<file path="config.mk">
export PLATFORM = sky130hd
export DESIGN_NAME = cmd_queue_generator
export DESIGN_NICKNAME = d
export VERILOG_FILES = /design/src/rtl/cmd_gen_pkg.sv /design/src/rtl/cmd_fifo.sv /design/src/rtl/cmd_queue_generator.sv
export SDC_FILE = /design/constraint.sdc
export NUM_CORES = 1
export LEC_CHECK = 0
export BUFFER_PORTS_ARGS = -buffer_cell sky130_fd_sc_hd__buf_4
export CORE_ASPECT_RATIO = 1.75
export CORE_UTILIZATION = 45
export CTS_CLUSTER_DIAMETER = 30
export CTS_CLUSTER_SIZE = 14
export DETAILED_ROUTE_END_ITERATION = 16
export PLACE_DENSITY = 0.67
export SKIP_CTS_REPAIR_TIMING = 1
export SYNTH_ARGS = -nofsm -noshare
export SYNTH_HDL_FRONTEND = slang
export SYNTH_SLANG_ARGS = --single-unit
</file>
<file path="constraint.sdc">
create_clock -name clk -period 2.4 [get_ports clk]
set_input_delay 0.48 -clock clk [delete_from_list [all_inputs] [get_ports clk]]
set_output_delay 0.48 -clock clk [all_outputs]
set_load 0.1 [all_outputs]
</file>
<file path="src/rtl/cmd_gen_pkg.sv">
// Shared types and defaults for the Dealer command queue generator.
// Holds the FSM state encoding, default parameter values and the
// statistics counter width with its saturating-increment helper.
package cmd_gen_pkg;

  typedef enum logic [1:0] {
    IDLE     = 2'd0,
    SEND     = 2'd1,
    WAIT_ACK = 2'd2,
    GAP      = 2'd3
  } state_t;

  localparam int DEF_CMD_W       = 3;
  localparam int DEF_DEPTH       = 4;
  localparam int DEF_TIMEOUT_CYC = 16;
  localparam int DEF_MAX_RETRY   = 2;
  localparam int STAT_W          = 16;

  // Counter increment that sticks at all-ones instead of wrapping.
  function automatic logic [STAT_W-1:0] sat_inc(input logic [STAT_W-1:0] v);
    return (&v) ? v : v + 1'b1;
  endfunction

endpackage

</file>
<file path="src/rtl/cmd_fifo.sv">
// Purpose: synchronous FIFO for queued player commands.
// Latency: written data is visible on dout_o the cycle after the push edge.
// Backpressure: push ignored when full, pop ignored when empty; status is registered.
// Ports: push_i/din_i write side, pop_i/dout_o read side (show-ahead),
//        full_o/empty_o/count_o registered occupancy status.
module cmd_fifo #(
  parameter int WIDTH = 3,
  parameter int DEPTH = 4
) (
  input  logic                   clk,
  input  logic                   rst_n,
  input  logic                   push_i,
  input  logic [WIDTH-1:0]       din_i,
  input  logic                   pop_i,
  output logic [WIDTH-1:0]       dout_o,
  output logic                   full_o,
  output logic                   empty_o,
  output logic [$clog2(DEPTH):0] count_o
);

  localparam int AW = $clog2(DEPTH);
  localparam logic [AW:0] FULL_CNT = (AW+1)'(DEPTH);

  logic [WIDTH-1:0] mem_q [DEPTH];
  logic [AW-1:0]    wr_ptr_q, rd_ptr_q;
  logic [AW:0]      count_q, count_d;
  logic             do_push, do_pop;

  // Full is judged on the registered count, so a push while full is
  // dropped even if a pop happens in the same cycle.
  assign do_push = push_i && (count_q != FULL_CNT);
  assign do_pop  = pop_i  && (count_q != '0);

  always_comb begin
    count_d = count_q;
    case ({do_push, do_pop})
      2'b10:   count_d = count_q + 1'b1;
      2'b01:   count_d = count_q - 1'b1;
      default: count_d = count_q;
    endcase
  end

  // Pointers are AW bits wide and wrap naturally since DEPTH is a power of two.
  always_ff @(posedge clk or negedge rst_n) begin
    if (!rst_n) begin
      wr_ptr_q <= '0;
      rd_ptr_q <= '0;
      count_q  <= '0;
    end else begin
      if (do_push) wr_ptr_q <= wr_ptr_q + 1'b1;
      if (do_pop)  rd_ptr_q <= rd_ptr_q + 1'b1;
      count_q <= count_d;
    end
  end

  // Storage needs no reset; the count gates every read.
  always_ff @(posedge clk) begin
    if (do_push) mem_q[wr_ptr_q] <= din_i;
  end

  assign dout_o  = mem_q[rd_ptr_q];
  assign full_o  = (count_q == FULL_CNT);
  assign empty_o = (count_q == '0);
  assign count_o = count_q;

endmodule

</file>
<file path="src/rtl/cmd_queue_generator.sv">
// Purpose: queues player actions and issues them one at a time to the Dealer with ack timeout/retry.
// Latency: trigger into idle empty block -> cr_cmdvld two edges later; next command two edges after ack.
// Backpressure: trigger while q_full is dropped with a one-cycle overflow pulse.
// Ports: action_code/trigger push side; q_full/q_count/overflow queue status;
//        cr_cmd/cr_cmdvld/cr_ack Dealer handshake; cmd_done/cmd_err result pulses; idle.
// Optional: define CMD_QUEUE_STATS_EN to add stat_sent/stat_retry/stat_err saturating counters.
module cmd_queue_generator
  import cmd_gen_pkg::*;
#(
  parameter int CMD_W       = DEF_CMD_W,
  parameter int DEPTH       = DEF_DEPTH,
  parameter int TIMEOUT_CYC = DEF_TIMEOUT_CYC,
  parameter int MAX_RETRY   = DEF_MAX_RETRY
) (
  input  logic                   clk,
  input  logic                   rst_n,
  input  logic [CMD_W-1:0]       action_code,
  input  logic                   trigger,
  output logic                   q_full,
  output logic [$clog2(DEPTH):0] q_count,
  output logic                   overflow,
  output logic [CMD_W-1:0]       cr_cmd,
  output logic                   cr_cmdvld,
  input  logic                   cr_ack,
  output logic                   cmd_done,
  output logic                   cmd_err,
  output logic                   idle
`ifdef CMD_QUEUE_STATS_EN
  ,
  output logic [STAT_W-1:0]      stat_sent,
  output logic [STAT_W-1:0]      stat_retry,
  output logic [STAT_W-1:0]      stat_err
`endif
);

  localparam int TW = $clog2(TIMEOUT_CYC);
  localparam int RW = (MAX_RETRY > 0) ? $clog2(MAX_RETRY + 1) : 1;
  localparam logic [TW-1:0] TIMER_LAST  = TW'(TIMEOUT_CYC - 1);
  localparam logic [RW-1:0] MAX_RETRY_L = RW'(MAX_RETRY);

  state_t           state_q, state_d;
  logic [CMD_W-1:0] cmd_q, cmd_d;
  logic [RW-1:0]    retry_q, retry_d;
  logic [TW-1:0]    timer_q, timer_d;

  logic             fifo_pop, fifo_full, fifo_empty;
  logic [CMD_W-1:0] fifo_dout;
  logic             timeout;

  cmd_fifo #(
    .WIDTH (CMD_W),
    .DEPTH (DEPTH)
  ) u_fifo (
    .clk     (clk),
    .rst_n   (rst_n),
    .push_i  (trigger),
    .din_i   (action_code),
    .pop_i   (fifo_pop),
    .dout_o  (fifo_dout),
    .full_o  (fifo_full),
    .empty_o (fifo_empty),
    .count_o (q_count)
  );

  assign timeout = (timer_q == TIMER_LAST);

  // State and datapath registers.
  always_ff @(posedge clk or negedge rst_n) begin
    if (!rst_n) begin
      state_q <= IDLE;
      cmd_q   <= '0;
      retry_q <= '0;
      timer_q <= '0;
    end else begin
      state_q <= state_d;
      cmd_q   <= cmd_d;
      retry_q <= retry_d;
      timer_q <= timer_d;
    end
  end

  // Next state. cmd_q only loads in IDLE, so cr_cmd never moves while valid.
  always_comb begin
    state_d = state_q;
    cmd_d   = cmd_q;
    retry_d = retry_q;
    timer_d = timer_q;
    case (state_q)
      IDLE: begin
        if (!fifo_empty) begin
          cmd_d   = fifo_dout;
          retry_d = '0;
          state_d = SEND;
        end
      end
      SEND: begin
        timer_d = '0;
        state_d = WAIT_ACK;
      end
      WAIT_ACK: begin
        timer_d = timer_q + 1'b1;
        // Ack takes priority over a timeout landing in the same cycle.
        if (cr_ack) begin
          state_d = IDLE;
        end else if (timeout) begin
          if (retry_q < MAX_RETRY_L) begin
            retry_d = retry_q + 1'b1;
            state_d = GAP;
          end else begin
            state_d = IDLE;
          end
        end
      end
      GAP:     state_d = SEND;
      default: state_d = IDLE;
    endcase
  end

  // Outputs.
  always_comb begin
    cr_cmdvld = (state_q == SEND) || (state_q == WAIT_ACK);
    cmd_done  = (state_q == WAIT_ACK) && cr_ack;
    cmd_err   = (state_q == WAIT_ACK) && !cr_ack && timeout && (retry_q >= MAX_RETRY_L);
    fifo_pop  = (state_q == IDLE) && !fifo_empty;
    idle      = (state_q == IDLE) && fifo_empty;
  end

  assign cr_cmd   = cmd_q;
  assign q_full   = fifo_full;
  assign overflow = trigger && fifo_full;

`ifdef CMD_QUEUE_STATS_EN
  logic [STAT_W-1:0] stat_sent_q, stat_retry_q, stat_err_q;

  // SEND and GAP are single-cycle states, so state_d equal to them marks entry.
  always_ff @(posedge clk or negedge rst_n) begin
    if (!rst_n) begin
      stat_sent_q  <= '0;
      stat_retry_q <= '0;
      stat_err_q   <= '0;
    end else begin
      if (state_d == SEND) stat_sent_q  <= sat_inc(stat_sent_q);
      if (state_d == GAP)  stat_retry_q <= sat_inc(stat_retry_q);
      if (cmd_err)         stat_err_q   <= sat_inc(stat_err_q);
    end
  end

  assign stat_sent  = stat_sent_q;
  assign stat_retry = stat_retry_q;
  assign stat_err   = stat_err_q;
`endif

endmodule

</file>
==> summary.md <==
| Metric | Value |
|---|---|
| Crit path launch type | flip-flop |
| Crit path buffers/inverters | 2 |
| Pre-antenna DRT Iters | 4 |
| Die H | 78.4 um |
| Clk_skew | between 0.003 and 0.004 ns |
| Die ar. | between 3000 and 4000 um^2 |
| DRC errors left | 0 |
| Crit. End Element | output port |
| Crit-path max FO | 10 |
| Area leader, netlist | dfrtp_1 |
| Die width | 45.6 um |
| Placer Congestion | between 0.7 and 0.8 |
| Syn Inst Count | approximately 120 |
| Yosys reg bits | 30 |
| Area growth syn-to-layout | 22.3% |
| Slew headroom | 0.717 |
| Total GRT Usage | 0.175 |
| Synth top area share | 0.300 |
| Ys async rst share | 0.600 |
| Status | completed |
| Post-DP HPWL | 2110 um |
| GR Overflow Total | 0 |
| Max Cap Viol | 0 |
| Clk root buf | clkbuf_8 |
| Post-synthesis sequential area ratio | 0.540 |
| RSZ-0062 raised after global routing | false |
| Routed WL per cell | 14.1 um |
| Nets | between 150 and 200 |
| Initial Util | 0.472 |
| Delay of the slowest critical-path stage | approximately 0.38 ns |
| Synth top cells by count | 18 x dfrtp_1, 14 x nand2_1, 12 x edfxtp_1, 12 x inv_1, 10 x ha_1 |
| Period utilisation layout | 0.938 |
| CTS sink cnt | 30 |
| Hold Crit Class | input port to async pin |
| Antenna cells | 0 |
| Post-route setup slack | ~0.15 ns |
| CTS H-tree depth | 2 |
| Slew @ Worst Pin | around 0.42 ns |
| Fmax | 444 MHz |
| WL met2 | 1630 um |
| DR vias/cell | between 5 and 6 |
| First-pass GRT wire length | 4370 um |
| CP max-delay cell | dfrtp_1 |
| Final min period | roughly 2.3 ns |
| Clk_lat worst skew | approximately 0.28 ns |
| M1 WL | between 800 and 900 um |
| Vias in the first global route | 989 |
| Syn Nets | ~140 |
| YS warnings | 0 |
| Setup TNS | 0 ns |
| CP Cell Sequence | inv_1 > ha_2 > nor2b_1 > o21ai_0 > nor2_2 > buf_6 |
| Critical Path RT | around 1.9 ns |
| FILL cells | a little under 300 |
| Place WS | around 0.27 ns |
| Layout cells sized above 1 | 0.262 |
| Post-synth EDFFs | 12 |
| Top layer in use | met4 |
| Worst path top cell family by delay | flip-flops |
| Met3 wire length | 71 um |
| Port Buffers | 18 |
| Rows | 27 |
| TritonCTS Buffers | 5 |
| Post-Syn Area per Cell | about 12 um^2 |
| Main synth FF type | dfrtp_1 |
| Total routed wirelength | between 2000 and 3000 um |
| Number of library cell types mapped by synthesis | 35 |
| Final setup fails | 0 |
| CTS tree | done |
| Core Area | roughly 3200 um^2 |
| Max Slew Vio Count | 0 |
| Clock transition at path regs | about 0.060 ns |
| Pin count of the biggest net entering global routing | 19 |
| Initial antenna violation count | 0 |
| Top post-synthesis cells by area | dfrtp_1 30%, edfxtp_1 24%, ha_1 8.3% |
| Most common cell in the netlist | dfrtp_1 |
| Critical path type | flip-flop to output port |
| DRT antenna net count | 0 |
| I/O Pins | 19 |
| Vias | about 970 |
| Data arrival time of the critical path | roughly 1.8 ns |
| First DRT Iteration DRCs | 7 |
| Final Hold Viols | 0 |
| Max clock buf depth | 2 |
| Post-Syn Area | ~1500 um^2 |
## cell usage in the layout, fill, tap and decap left out, types with 2 or more instances in the layout
master | synthesis | layout
nand4b_1 | 2 | 2
mux2_2 | 2 | 2
dfrtp_1 | 18 | 15
dfrtp_4 | 0 | 2
o21ai_0 | 3 | 3
inv_1 | 12 | 12
a22o_1 | 2 | 2
nand3_1 | 3 | 3
edfxtp_1 | 12 | 12
mux4_2 | 3 | 3
bufinv_16 | 0 | 2
clkbuf_8 | 0 | 5
mux2i_1 | 3 | 3
nor2_1 | 4 | 3
and2_1 | 6 | 6
xnor2_1 | 4 | 4
nor2b_1 | 2 | 2
nand2_1 | 14 | 14
ha_1 | 10 | 9
buf_4 | 0 | 18
xor2_1 | 2 | 2
## worst paths after layout
| check | start | end | slack [ns] | cells after the start |
|---|---|---|---|---|
| max | state_q[0] | cmd_err | 0.15 | 6 |
| min | rst_n | retry_q[0] | 0.06 | 1 |
| max reg2reg | state_q[0] | u_fifo.count_o[2] | 0.26 | 10 |
| min reg2reg | cr_cmd[0] | cr_cmd[0] | 0.50 | 2 |
| max in group asynchronous | rst_n | u_fifo.count_o[2] | 2.12 | 1 |
| min in group clk | action_code[1] | u_fifo.mem_q[0][1] | 0.40 | 1 |
## routing by layer
layer / vias up / GRT usage
met5: - / 0
met4: 0 / 0.0879
met3: 7 / 0.0483
met2: 17 / 0.317
met1: 481 / 0.164
li1: 468 / -
## metrics by stage
step,std cells,utilization,hold slack [ns],area (um^2)
floorplan,121,-,0.184,1510
global placement,180,0.534,0.360,1700
detailed placement,180,0.534,0.365,1700
CTS,188,0.576,0.0559,1830
global route,188,0.578,0.0634,1830
finish,188,0.578,0.0610,1830
## registers in the layout (all words and copies together), names as in the netlist
name             cells
u_fifo.mem_q        12
timer_q              4
cr_cmd               3
u_fifo.count_o       3
retry_q              2
state_q              2
u_fifo.rd_ptr_q      2
u_fifo.wr_ptr_q      2
## kinds of logic (layout without fill, tap and decap cells)
| logic type | after synthesis | count (layout) | share of synthesized area |
|---|---|---|---|
| buf+inv | 15 | 39 | 0.0384 |
| compound gates | 14 | 14 | 0.0709 |
| flops | 30 | 30 | 0.540 |
| fa+ha+maj | 11 | 11 | 0.0967 |
| mux | 8 | 8 | 0.0801 |
| simple gates | 37 | 37 | 0.138 |
| xor+xnor | 6 | 6 | 0.0350 |
## cell type report
cell class                 count  area (um^2)  area share
clock inverter                 3         63.8      0.0348
inverter                      12         45.0      0.0246
timing repair buffer          19          146      0.0798
clock buffer                   5         68.8      0.0375
multi-input combinational     76          637       0.347
sequential                    30          820       0.447
tap                           43         53.8      0.0293
Power is left out: the tool's default activity adds up to more than one toggle a clock period on the data nets, which glitch-free logic cannot reach.
